==> config.mk <==
export PLATFORM = sky130hd
export DESIGN_NAME = ifu_pc_redirect
export DESIGN_NICKNAME = d
export VERILOG_FILES = /design/src/rtl/ifu_pc_redirect_pkg.sv /design/src/rtl/ifu_pc_redirect_flush_counter.sv /design/src/rtl/ifu_pc_redirect.sv
export SDC_FILE = /design/constraint.sdc
export NUM_CORES = 1
export LEC_CHECK = 0
export ABC_CLOCK_PERIOD_IN_PS = 1800
export BUFFER_PORTS_ARGS = -buffer_cell sky130_fd_sc_hd__buf_2
export CORE_UTILIZATION = 45
export DETAILED_ROUTE_END_ITERATION = 6
export PLACE_DENSITY = 0.76
export SLEW_MARGIN = 15
export SYNTH_ARGS = -nofsm -noshare
export SYNTH_HDL_FRONTEND = slang
export SYNTH_HIERARCHICAL = 1
export SYNTH_SLANG_ARGS = --single-unit
==> constraint.sdc <==
create_clock -name clk -period 1.8 [get_ports clk]
set_input_delay 0.18 -clock clk [delete_from_list [all_inputs] [get_ports clk]]
set_output_delay 0.18 -clock clk [all_outputs]
set_load 0.005 [all_outputs]
==> src/rtl/ifu_pc_redirect_pkg.sv <==
`default_nettype none
// ============================================================================
// Module   : ifu_pc_redirect_pkg
// Purpose  : Shared constants and FSM encoding for the fetch-side PC redirect
// Revision : 1.0  initial release
// ============================================================================
package ifu_pc_redirect_pkg;

  localparam int          DATAWIDTH = 32;
  localparam logic [31:0] NOP_INSTR = 32'h0000_0013;
  localparam int          PC_INC    = 4;

  typedef enum logic {
    RUN   = 1'b0,
    FLUSH = 1'b1
  } fsm_state_t;

endpackage
`default_nettype wire

==> src/rtl/ifu_pc_redirect_flush_counter.sv <==
`default_nettype none
// ============================================================================
// Module   : ifu_flush_counter
// Purpose  : 2-bit loadable down-counter tracking remaining redirect bubbles
// Revision : 1.0  initial release
// ============================================================================
module ifu_flush_counter (
  input  logic       clk,
  input  logic       rst,
  input  logic       en,
  input  logic       load,
  input  logic [1:0] load_val,
  output logic [1:0] count,
  output logic       done
);

  always_ff @(posedge clk) begin
    if (rst) begin
      count <= 2'd0;
    end else if (load) begin
      count <= load_val;
    end else if (en && (count != 2'd0)) begin
      count <= count - 2'd1;
    end
  end

  // Last bubble is being issued when the count reaches one
  assign done = (count == 2'd1);

endmodule
`default_nettype wire

==> src/rtl/ifu_pc_redirect.sv <==
`default_nettype none
// ============================================================================
// Module   : ifu_pc_redirect
// Purpose  : PC and IF/ID register owner with stall hold, jump redirect and
//            bubble injection. Optional macro IFU_REDIRECT_STATS_EN adds a
//            saturating redirect counter output.
// Revision : 1.0  initial release
// ============================================================================
module ifu_pc_redirect #(
  parameter int                   DATAWIDTH    = ifu_pc_redirect_pkg::DATAWIDTH,
  parameter logic [DATAWIDTH-1:0] RESET_PC     = '0,
  parameter int                   FLUSH_CYCLES = 1
) (
  input  logic                 clk,
  input  logic                 rst,
  input  logic                 pipe_valid,
  input  logic                 jump_req,
  input  logic [DATAWIDTH-1:0] jump_target,
  input  logic [DATAWIDTH-1:0] imem_instr,
  output logic [DATAWIDTH-1:0] imem_addr,
  output logic [DATAWIDTH-1:0] ifid_pc,
  output logic [DATAWIDTH-1:0] ifid_instr,
  output logic                 ifid_valid
`ifdef IFU_REDIRECT_STATS_EN
  ,
  output logic [15:0]          redirect_count
`endif
);

  import ifu_pc_redirect_pkg::NOP_INSTR;
  import ifu_pc_redirect_pkg::PC_INC;
  import ifu_pc_redirect_pkg::fsm_state_t;
  import ifu_pc_redirect_pkg::RUN;
  import ifu_pc_redirect_pkg::FLUSH;

  localparam logic [DATAWIDTH-1:0] NOP_W      = DATAWIDTH'(NOP_INSTR);
  localparam logic [DATAWIDTH-1:0] PC_STEP    = DATAWIDTH'(PC_INC);
  localparam logic [1:0]           FLUSH_LOAD = 2'(FLUSH_CYCLES - 1);

  fsm_state_t           state_q, state_d;
  logic [DATAWIDTH-1:0] pc_q, pc_d;
  logic [DATAWIDTH-1:0] ifid_pc_d, ifid_instr_d;
  logic                 ifid_valid_d;
  logic                 redirect;
  logic                 cnt_load;
  logic                 cnt_en;
  logic                 cnt_done;
  logic [1:0]           cnt_value;
  logic                 unused_target_lsbs;

  // ifid_valid gates acceptance so a jump held across cycles redirects once
  assign redirect           = jump_req & pipe_valid & ifid_valid;
  assign cnt_en             = pipe_valid & (state_q == FLUSH);
  assign unused_target_lsbs = ^{jump_target[1:0], cnt_value};
  assign imem_addr          = pc_q;

  ifu_flush_counter u_flush_counter (
    .clk      (clk),
    .rst      (rst),
    .en       (cnt_en),
    .load     (cnt_load),
    .load_val (FLUSH_LOAD),
    .count    (cnt_value),
    .done     (cnt_done)
  );

  always_comb begin
    state_d      = state_q;
    pc_d         = pc_q;
    ifid_pc_d    = ifid_pc;
    ifid_instr_d = ifid_instr;
    ifid_valid_d = ifid_valid;
    cnt_load     = 1'b0;
    case (state_q)
      RUN: begin
        if (redirect) begin
          pc_d         = {jump_target[DATAWIDTH-1:2], 2'b00};
          ifid_pc_d    = '0;
          ifid_instr_d = NOP_W;
          ifid_valid_d = 1'b0;
          if (FLUSH_CYCLES > 1) begin
            state_d  = FLUSH;
            cnt_load = 1'b1;
          end
        end else if (pipe_valid) begin
          pc_d         = pc_q + PC_STEP;
          ifid_pc_d    = pc_q;
          ifid_instr_d = imem_instr;
          ifid_valid_d = 1'b1;
        end
      end
      FLUSH: begin
        // PC parks on the target while the remaining bubbles drain
        if (pipe_valid) begin
          ifid_pc_d    = '0;
          ifid_instr_d = NOP_W;
          ifid_valid_d = 1'b0;
          if (cnt_done) begin
            state_d = RUN;
          end
        end
      end
      default: begin
        state_d = RUN;
      end
    endcase
  end

  always_ff @(posedge clk) begin
    if (rst) begin
      state_q    <= RUN;
      pc_q       <= RESET_PC;
      ifid_pc    <= '0;
      ifid_instr <= NOP_W;
      ifid_valid <= 1'b0;
    end else begin
      state_q    <= state_d;
      pc_q       <= pc_d;
      ifid_pc    <= ifid_pc_d;
      ifid_instr <= ifid_instr_d;
      ifid_valid <= ifid_valid_d;
    end
  end

`ifdef IFU_REDIRECT_STATS_EN
  logic [15:0] redirect_count_q;

  always_ff @(posedge clk) begin
    if (rst) begin
      redirect_count_q <= 16'd0;
    end else if (redirect && (redirect_count_q != 16'hFFFF)) begin
      redirect_count_q <= redirect_count_q + 16'd1;
    end
  end

  assign redirect_count = redirect_count_q;
`endif

endmodule
`default_nettype wire

==> out/results.ini, run 1 <==
[outcome]
status = completed

[floorplan]
dieArea_um2 = 10500
die_height_um = 103
die_w_um = 103
ioPinCount = 165
core_um2 = 9770
start_util_pct = 46.6
rows = 36

[layout]
layout-drive-gt1-share_pct = 34.8
area_delta_synth_final_pct = 33.2
fin_cells = 893
final_common_cell = buf_2
design_area_um2 = 6070
final_nets = 825
final_cell_mix = buf_2 (160), dfxtp_1 (88), nor2_1 (81), a21oi_1 (73), nor2b_1 (59)
n_fill_cell = 874

[sta]
tns_ns = 0
clock.fmax_mhz = 560
setup_viol = 0
fin_crit_ns = 1.78
fin_worst_skew_ns = 0.0116
hold_viol = 0
rsz0062_at_grt = yes
fin_crit_sh_pct = 99.1
drv_slew = 0

[synthesis]
synth_top_family_by_area = simple AND/OR/NAND/NOR gates
synth_compound_area_share_pct = 19.2
synthMuxAreaShare_pct = 1.10
syn_avg_cell_area_um2 = 8.11
synthTopCellsByArea = dfxtp_1 (43%), nor2b_1 (8.1%), a21oi_1 (8.0%)
synth_top_area_cell = dfxtp_1
synth_ff_type = dfxtp_1
synth_warnings = 6
synthSimpleGateAreaFrac_pct = 30.5
synth_edf_count = 0
synth.distinct_cells = 55
syn_inst = 562
synth_area_um2 = 4560
synth_seq_cells = 97
yosys.area.top_type_share_pct = 42.6
synthXorXnorAreaFrac_pct = 0.384
synthAdderAreaFrac_pct = 0.823
ys_async_sr_fraction_pct = 0
ys_seq_area_share_pct = 42.6

[power]
pwr-share-clk_pct = 33.7
swShare_pct = 27.6
power.total_mw = 4.35
p_comb_share_pct = 13.7
internal-power_mw = 3.15
power_density_nw_per_um2 = 716
p_sw_mw = 1.20
ir_drop_mv = 0.484
leakage_nw = 2.65
p_seq_share_pct = 52.6

[global_route]
grt_pass1_wl_um = 22200
grt_max_degree = 44
gr-usage-all-layers_pct = 27.3
antenna_found_initial = 0
grt_overflow = 0
grt_pass1_vias = 4560

[place]
gp_congestion = 0.904
port-buffer-count = 160
dpl.cell_count = 873
dp_hpwl_um = 10500
placed_area_um2 = 5760

[routing]
vias_per_cell = 5.49
topRoutingLayerUsed = met4
drcViolationCount = 0
m1WireLength_um = 6180
wl_met3_um = 1150
routedWlPerCell_um = 16.3
first_pass_iters = 4
wl_met2_um = 6940
routed_wl_um = 14500
vias = 4905
antenna_left = 0
drtIter0Drc = 324

[critical_path]
path_max_fanout = 4
crit_arrival_ns = 2.04
endpoint_kind = flip-flop
worst_setup_path_start_kind = flip-flop
worst_ep_required_time_ns = 2.05
crit_type = reg -> reg

[clock_tree]
htreeDepth = 3
holdBufCountCts = 0
cts_buffer_depth = 2
cts_tree = yes
clock_latency_ns = 0.36
cts_buffers = 9
cts_sinks = 97
cts_root_buf = clkbuf_8
clk_pin_slew_ns = 0.10

[min_path]
hp-class = in -> reg

[flow_run]
maxCapViolations = 0

Yosys cell counts (all sizes together), types with 3 or more instances:
library cell,number
a211oi,4
a21oi,73
a221oi,4
a22oi,13
a311oi,3
a31oi,3
and2,5
and3,12
and4,6
buf,6
clkbuf,31
dfxtp,97
ha,3
inv,7
mux2i,5
nand2,44
nand2b,4
nand3,13
nand3b,3
nand4,9
nor2,82
nor2b,60
nor3,10
nor4,9
o211ai,8
o21ai,18
o22ai,8
or3,3
power groups by stage:
stage               Sequential [mW]  Clock (mW)  Combinational [mW]
global route                   2.30        1.59               0.652
CTS                            2.29        1.49               0.588
floorplan                      2.35           0               0.285
detailed placement             2.33           0               0.585
global placement               2.33           0               0.568
finish                         2.29        1.46               0.596
path summary, 6_finish.rpt:
path,start,end,slack [ns],cells past startpoint
worst max register to register,imem_addr[3],imem_addr[24],0.02,6
worst max-delay path,imem_addr[3],imem_addr[24],0.02,6
worst min-delay path,imem_instr[7],ifid_instr[7],0.04,3
worst min register to register,ifid_pc[1],ifid_pc[1],0.51,1
area by class of cell:
class	instances	area, µm²	share of cell area [%]
Multi-Input combinational cell	424	2470	40.7
Tap cell	133	166	2.74
Clock inverter	7	77.6	1.28
Clock buffer	9	124	2.04
Inverter	8	30.0	0.494
Sequential cell	97	1950	32.2
Antenna cell	1	2.50	0.0412
Timing Repair Buffer	214	1250	20.5
cells by family (layout without fill, tap and decap cells):
kind of cell	Yosys count	count (layout)
AOI/OAI and AO/OA	145	145
other	1	7
buffers and inverters	46	238
and+or+nand+nor	263	263
adders and majority gates	3	3
muxes	5	5
xor gates and xnor gates	2	2
DFF	97	97
sequential cells by signal, indices dropped and copies added, names as in the netlist:
| register | count |
|---|---|
| ifid_instr | 32 |
| ifid_pc | 31 |
| imem_addr | 30 |
| state_q | 1 |
| ifid_valid | 1 |
| u_flush_counter/count | 2 |
metrics by stage:
| stage | setup slack (ns) | utilization, % | hold slack (ns) |
|---|---|---|---|
| floorplan | 0.00215 | - | 0.245 |
| global placement | 0.0416 | 58.9 | 0.403 |
| detailed placement | -0.00429 | 58.9 | 0.416 |
| CTS | 0.00687 | 61.1 | 0.0228 |
| global route | -0.0485 | 62.1 | 0.0368 |
| finish | 0.0153 | 62.1 | 0.0368 |
what timing repair did:
item                                    CTS  global route
hold endpoints to repair                  0             0
pin swaps                                 1             8
buffers inserted                          1             2
gates resized for setup                   1            21
endpoints found under the setup margin    1            14
layer usage:
metal / vias up / track usage (%)
met5: - / 0
met4: 0 / 11.3
met3: 27 / 6.24
met2: 205 / 45.9
met1: 2316 / 33.8
li1: 2357 / -
critical path, stage by stage, from the launching register on:
cell,delay [ns]
dfxtp_2,0.37
ha_4,0.14
and4_4,0.24
nand4_1,0.23
nor4_2,0.38
mux2i_1,0.24
a211oi_1,0.09
Power figures use the tool's default switching activity.
==> run 2, diff against run 1 <==
- CORE_UTILIZATION: 45 -> 46
- CTS_BUF_LIST: unset -> sky130_fd_sc_hd__clkbuf_8
- PLACE_DENSITY: 0.76 -> 0.78
==> run 2 against run 1 <==
  * Die area shrank 2.1%
  * Via count is 0.82% lower
  * Clock power grew 11%
  * Sequential power about the same
  * Total power grew 3.4%
  * First-iteration DRC count is 8.0% lower
  * Core utilization rose by 1.8 points
  * Global-route usage decreased by 0.56 points
  * Non-clock buffer count down 1
  * Critical path type unchanged
==> out/results.ini, run 2 (synthesized netlist as in run 1, its figures left out) <==
[outcome]
status = completed

[global_route]
grt_pass1_wl_um = 21800
grt_overflow = 0
grt_max_degree = 48
grt_pass1_vias = 4482
gr-usage-all-layers_pct = 26.8
antenna_found_initial = 0

[critical_path]
rrSetupSlack_ns = 0.04
worst_ep_required_time_ns = 2.10
rr_endpoint = imem_addr[23]
crit_arrival_ns = 2.06
worst_setup_path_start_kind = flip-flop
worst_r2r_path_depth = 5
crit_type = reg -> reg
path_max_fanout = 5
timing.rr.start = imem_addr[5]
endpoint_kind = flip-flop

[routing]
routedWlPerCell_um = 15.7
antenna_left = 0
vias_per_cell = 5.48
vias = 4865
first_pass_iters = 7
drtIter0Drc = 298
routed_wl_um = 13900
drcViolationCount = 0

[sta]
whs_ns = 0.0381
rsz0062_at_grt = yes
setup_viol = 0
fin_crit_ns = 1.76
drv_slew = 0
clock.fmax_mhz = 567
worst_slew_pin_slew_ns = 0.590
fin_worst_skew_ns = 0.0159
hold_viol = 0
fin_crit_sh_pct = 98.0
maxSlewHeadroom_pct = 60.5

[clock_tree]
cts_sinks = 97
cts_root_buf = clkbuf_8
cts_tree = yes
clk_pin_slew_ns = 0.10
holdBufCountCts = 0
cts_buffers = 9
cts_buffer_depth = 2
clock_latency_ns = 0.37
htreeDepth = 3

[floorplan]
dieArea_um2 = 10300
core_um2 = 9420
die_height_um = 102
ioPinCount = 165
rows = 35
die_w_um = 102
start_util_pct = 48.4

[layout]
fin_util_pct = 63.9
layout-drive-gt1-share_pct = 33.9
largest_reg_flops = 32
final_nets = 824
final_common_cell = buf_2
final_cell_mix = buf_2 (160), dfxtp_1 (89), nor2_1 (81), a21oi_1 (73), nor2b_1 (59)
diodes = 0
area_delta_synth_final_pct = 32.0
regMostFlops = ifid_instr

[min_path]
min_path_cells = 3
whs_endpoint = ifid_instr[4]
hp-class = in -> reg
min_from = imem_instr[4]

[place]
dp_hpwl_um = 10000
port-buffer-count = 160
gp_congestion = 0.909

[power]
leakage_nw = 2.64
power_density_nw_per_um2 = 747
ir_drop_mv = 0.396
power.total_mw = 4.50

[flow_run]
maxCapViolations = 0

run 2: critical path, cell delays in order, from the launching register on:
cell     delay [ns]
dfxtp_4        0.38
and3_4         0.20
nand3_4        0.08
or4_4          0.57
or3_1          0.33
a31oi_1        0.15
run 2: worst max-delay path by stage:
stage	depth (start not counted)	end	startpoint	slack, ns
floorplan	5	imem_addr[23]	imem_addr[10]	0.002
global placement	5	imem_addr[23]	imem_addr[9]	0.05
detailed placement	5	imem_addr[23]	imem_addr[9]	-0.006
CTS	5	imem_addr[23]	imem_addr[8]	0.01
global route	5	imem_addr[23]	imem_addr[8]	-0.03
finish	5	imem_addr[23]	imem_addr[5]	0.04
run 2: power by group:
part / switching [mW] / internal (mW) / leakage [nW]
combinational: 0.332 / 0.260 / 1.73
sequential: 0.0549 / 2.23 / 0.795
clock: 0.823 / 0.801 / 0.112
total: 1.21 / 3.29 / 2.64
run 2: area by class of cell:
class	instances	area, µm²
Inverter	8	30.0
Timing Repair Buffer	213	1210
Tap cell	129	161
Multi-Input combinational cell	424	2430
Fill cell	822	3400
Clock inverter	7	101
Clock buffer	9	124
Sequential cell	97	1960
run 2: repair_timing:
item,4_1_cts,5_1_grt
pin swaps,0,3
buffers inserted,0,1
setup endpoints to repair,3,9
resized for setup,1,10
run 2: metrics by stage:
step	instance area, µm²	cells	setup TNS, ns	setup WS (ns)
floorplan	4590	567	0	0.00215
global placement	5750	870	0	0.0525
detailed placement	5750	870	-0.00627	-0.00627
CTS	5970	886	0	0.0141
global route	6020	887	-0.0595	-0.0281
finish	6020	887	0	0.0361
run 2: routing by layer:
| layer | vias up | wire [µm] | track usage (%) |
|---|---|---|---|
| met2 | 261 | 6390 | 42.4 |
| li1 | 2348 | - | - |
| met4 | 0 | 281 | 8.58 |
| met3 | 28 | 1430 | 6.49 |
| met5 | - | 0 | 0 |
| met1 | 2228 | 5830 | 35.9 |
==> run 3, diff against run 2 <==
- ABC_CLOCK_PERIOD_IN_PS: 1800 -> 2200
- CORE_UTILIZATION: 46 -> 55
- PLACE_DENSITY: 0.78 -> 0.87
- clock period: 1.8 -> 2.2 ns (I/O delays scaled with it)
==> run 3 against run 2 <==
  * Fmax fell by 14%
  * First-iteration DRC count rose by 38%
  * Flip-flop and latch count did not move
  * Wire length fell by 6.0%
  * Sequential power fell by 18%
  * Total power fell by 26%
  * Largest power group unchanged
  * Clock skew fell by 0.0062 ns
  * Register-to-register slack improved by 0.11 ns
  * Critical path depth did not move
==> out/results.ini, run 3 (synthesized netlist as in run 1, its figures left out) <==
[outcome]
status = completed

[routing]
drtIter0Drc = 410
antenna_left = 0
routedWlPerCell_um = 15.7
vias = 4749
routed_wl_um = 13100
vias_per_cell = 5.70
drcViolationCount = 0
first_pass_iters = 5

[power]
p_sw_mw = 0.922
ir_drop_mv = 0.404
pwr-share-clk_pct = 30.5
leakage_nw = 2.46
power_density_nw_per_um2 = 590
swShare_pct = 27.5
p_seq_share_pct = 56.0
p_comb_share_pct = 13.5
internal-power_mw = 2.43

[layout]
area_delta_synth_final_pct = 24.4
final_nets = 797
final_cell_mix = buf_2 (160), dfxtp_1 (97), nor2_1 (81), a21oi_1 (73), nor2b_1 (59)
layout-drive-gt1-share_pct = 29.4
regMostFlops = ifid_instr
diodes = 0
largest_reg_flops = 32
final_common_cell = buf_2

[floorplan]
die_height_um = 93.0
die_w_um = 93.0
dieArea_um2 = 8660
rows = 32
core_um2 = 7890
ioPinCount = 165
start_util_pct = 57.8

[global_route]
grt_overflow = 0
grt_pass1_wl_um = 21000
grt_max_degree = 49
grt_pass1_vias = 4469
antenna_found_initial = 0
gr-usage-all-layers_pct = 30.4

[critical_path]
worst_ep_required_time_ns = 2.48
slowest_stage = or4_4
worst_setup_path_start_kind = flip-flop
crit_type = reg -> reg
path_cells = and2_1, nand4_4, or4_4, or3_1, a31oi_1
path_max_fanout = 9
crit_arrival_ns = 2.34
critPathMaxStageDelay_ns = 0.58
endpoint_kind = flip-flop

[clock_tree]
htreeDepth = 3
cts_tree = yes
holdBufCountCts = 0
post-cts-setup-buffers = 0
clk_pin_slew_ns = 0.09
cts_sinks = 97
cts_root_buf = clkbuf_8
cts_buffer_depth = 2
clock_latency_ns = 0.35
ctsResizeCount = 0
cts_buffers = 9

[sta]
fin_crit_ns = 2.06
setup_viol = 0
worst_slew_pin_slew_ns = 0.491
maxSlewHeadroom_pct = 66.9
hold_viol = 0
clock.fmax_mhz = 487
drv_slew = 0
fin_worst_skew_ns = 0.00967
rsz0062_at_grt = no
fin_crit_sh_pct = 93.4
setup_ws_ns = 0.145
tns_ns = 0

[place]
dp_slack_ns = 0.186
port-buffer-count = 160
gp_congestion = 0.924
dp_hpwl_um = 9510

[flow_run]
maxCapViolations = 0

[min_path]
hp-class = in -> reg

[run 3: cell count changes in the layout (fill, tap and decap cells not counted), moves of 4 or more]
cell and change:
buf_4 -26, dfxtp_1 +8, dfxtp_2 -6, nor4_1 +4
nor4_2 -4
[run 3: path summary, 6_finish.rpt]
| path | slack (ns) | end | depth (start not counted) | startpoint |
|---|---|---|---|---|
| worst min register to register | 0.48 | ifid_pc[20] | 2 | ifid_pc[20] |
| worst min-delay path | 0.09 | ifid_instr[8] | 3 | imem_instr[8] |
| worst max register to register | 0.14 | imem_addr[23] | 5 | imem_addr[11] |
| worst max-delay path | 0.14 | imem_addr[23] | 5 | imem_addr[11] |
[run 3: critical path, delay by kind of cell, from the launching register on]
family | cells | cell delay (ns)
compound gates | 1 | 0.16
flops | 1 | 0.50
simple gates | 4 | 1.33
[run 3: power by group through the flow]
stage                     clock [mW]  combinational (mW)  sequential, mW
after global routing            1.13               0.494            1.88
after detailed placement           0               0.444            1.91
after CTS                       1.05               0.446            1.87
final                           1.02               0.451            1.88
after global placement             0               0.428            1.91
after floorplan                    0               0.233            1.92
[run 3: metrics by stage]
stage	instance area (µm²)	utilization [%]	std cells	hold slack (ns)	total power [mW]
after floorplan	4580	-	567	0.285	2.15
after global placement	5500	69.7	817	0.445	2.34
after detailed placement	5500	69.7	817	0.456	2.36
after CTS	5670	71.9	833	0.0738	3.37
after global routing	5670	71.9	833	0.0684	3.51
final	5670	71.9	833	0.0901	3.35
[run 3: layout make-up]
class | count | area, µm²
Clock buffer | 9 | 124
Fill cell | 619 | 2220
Sequential cell | 97 | 1940
Tap cell | 102 | 128
Timing Repair Buffer | 186 | 996
Multi-Input combinational cell | 424 | 2400
Clock inverter | 7 | 48.8
Inverter | 8 | 30.0
[run 3: layer usage]
layer  global-route usage, %  share of wire, %  wire [µm]  vias up
met4                    9.23               1.4        188        0
met5                       0                 0          0        -
met2                    50.5                48       6280      255
met3                    7.07               8.3       1080       23
met1                    39.0                42       5530     2171
li1                        -                 -          -     2300
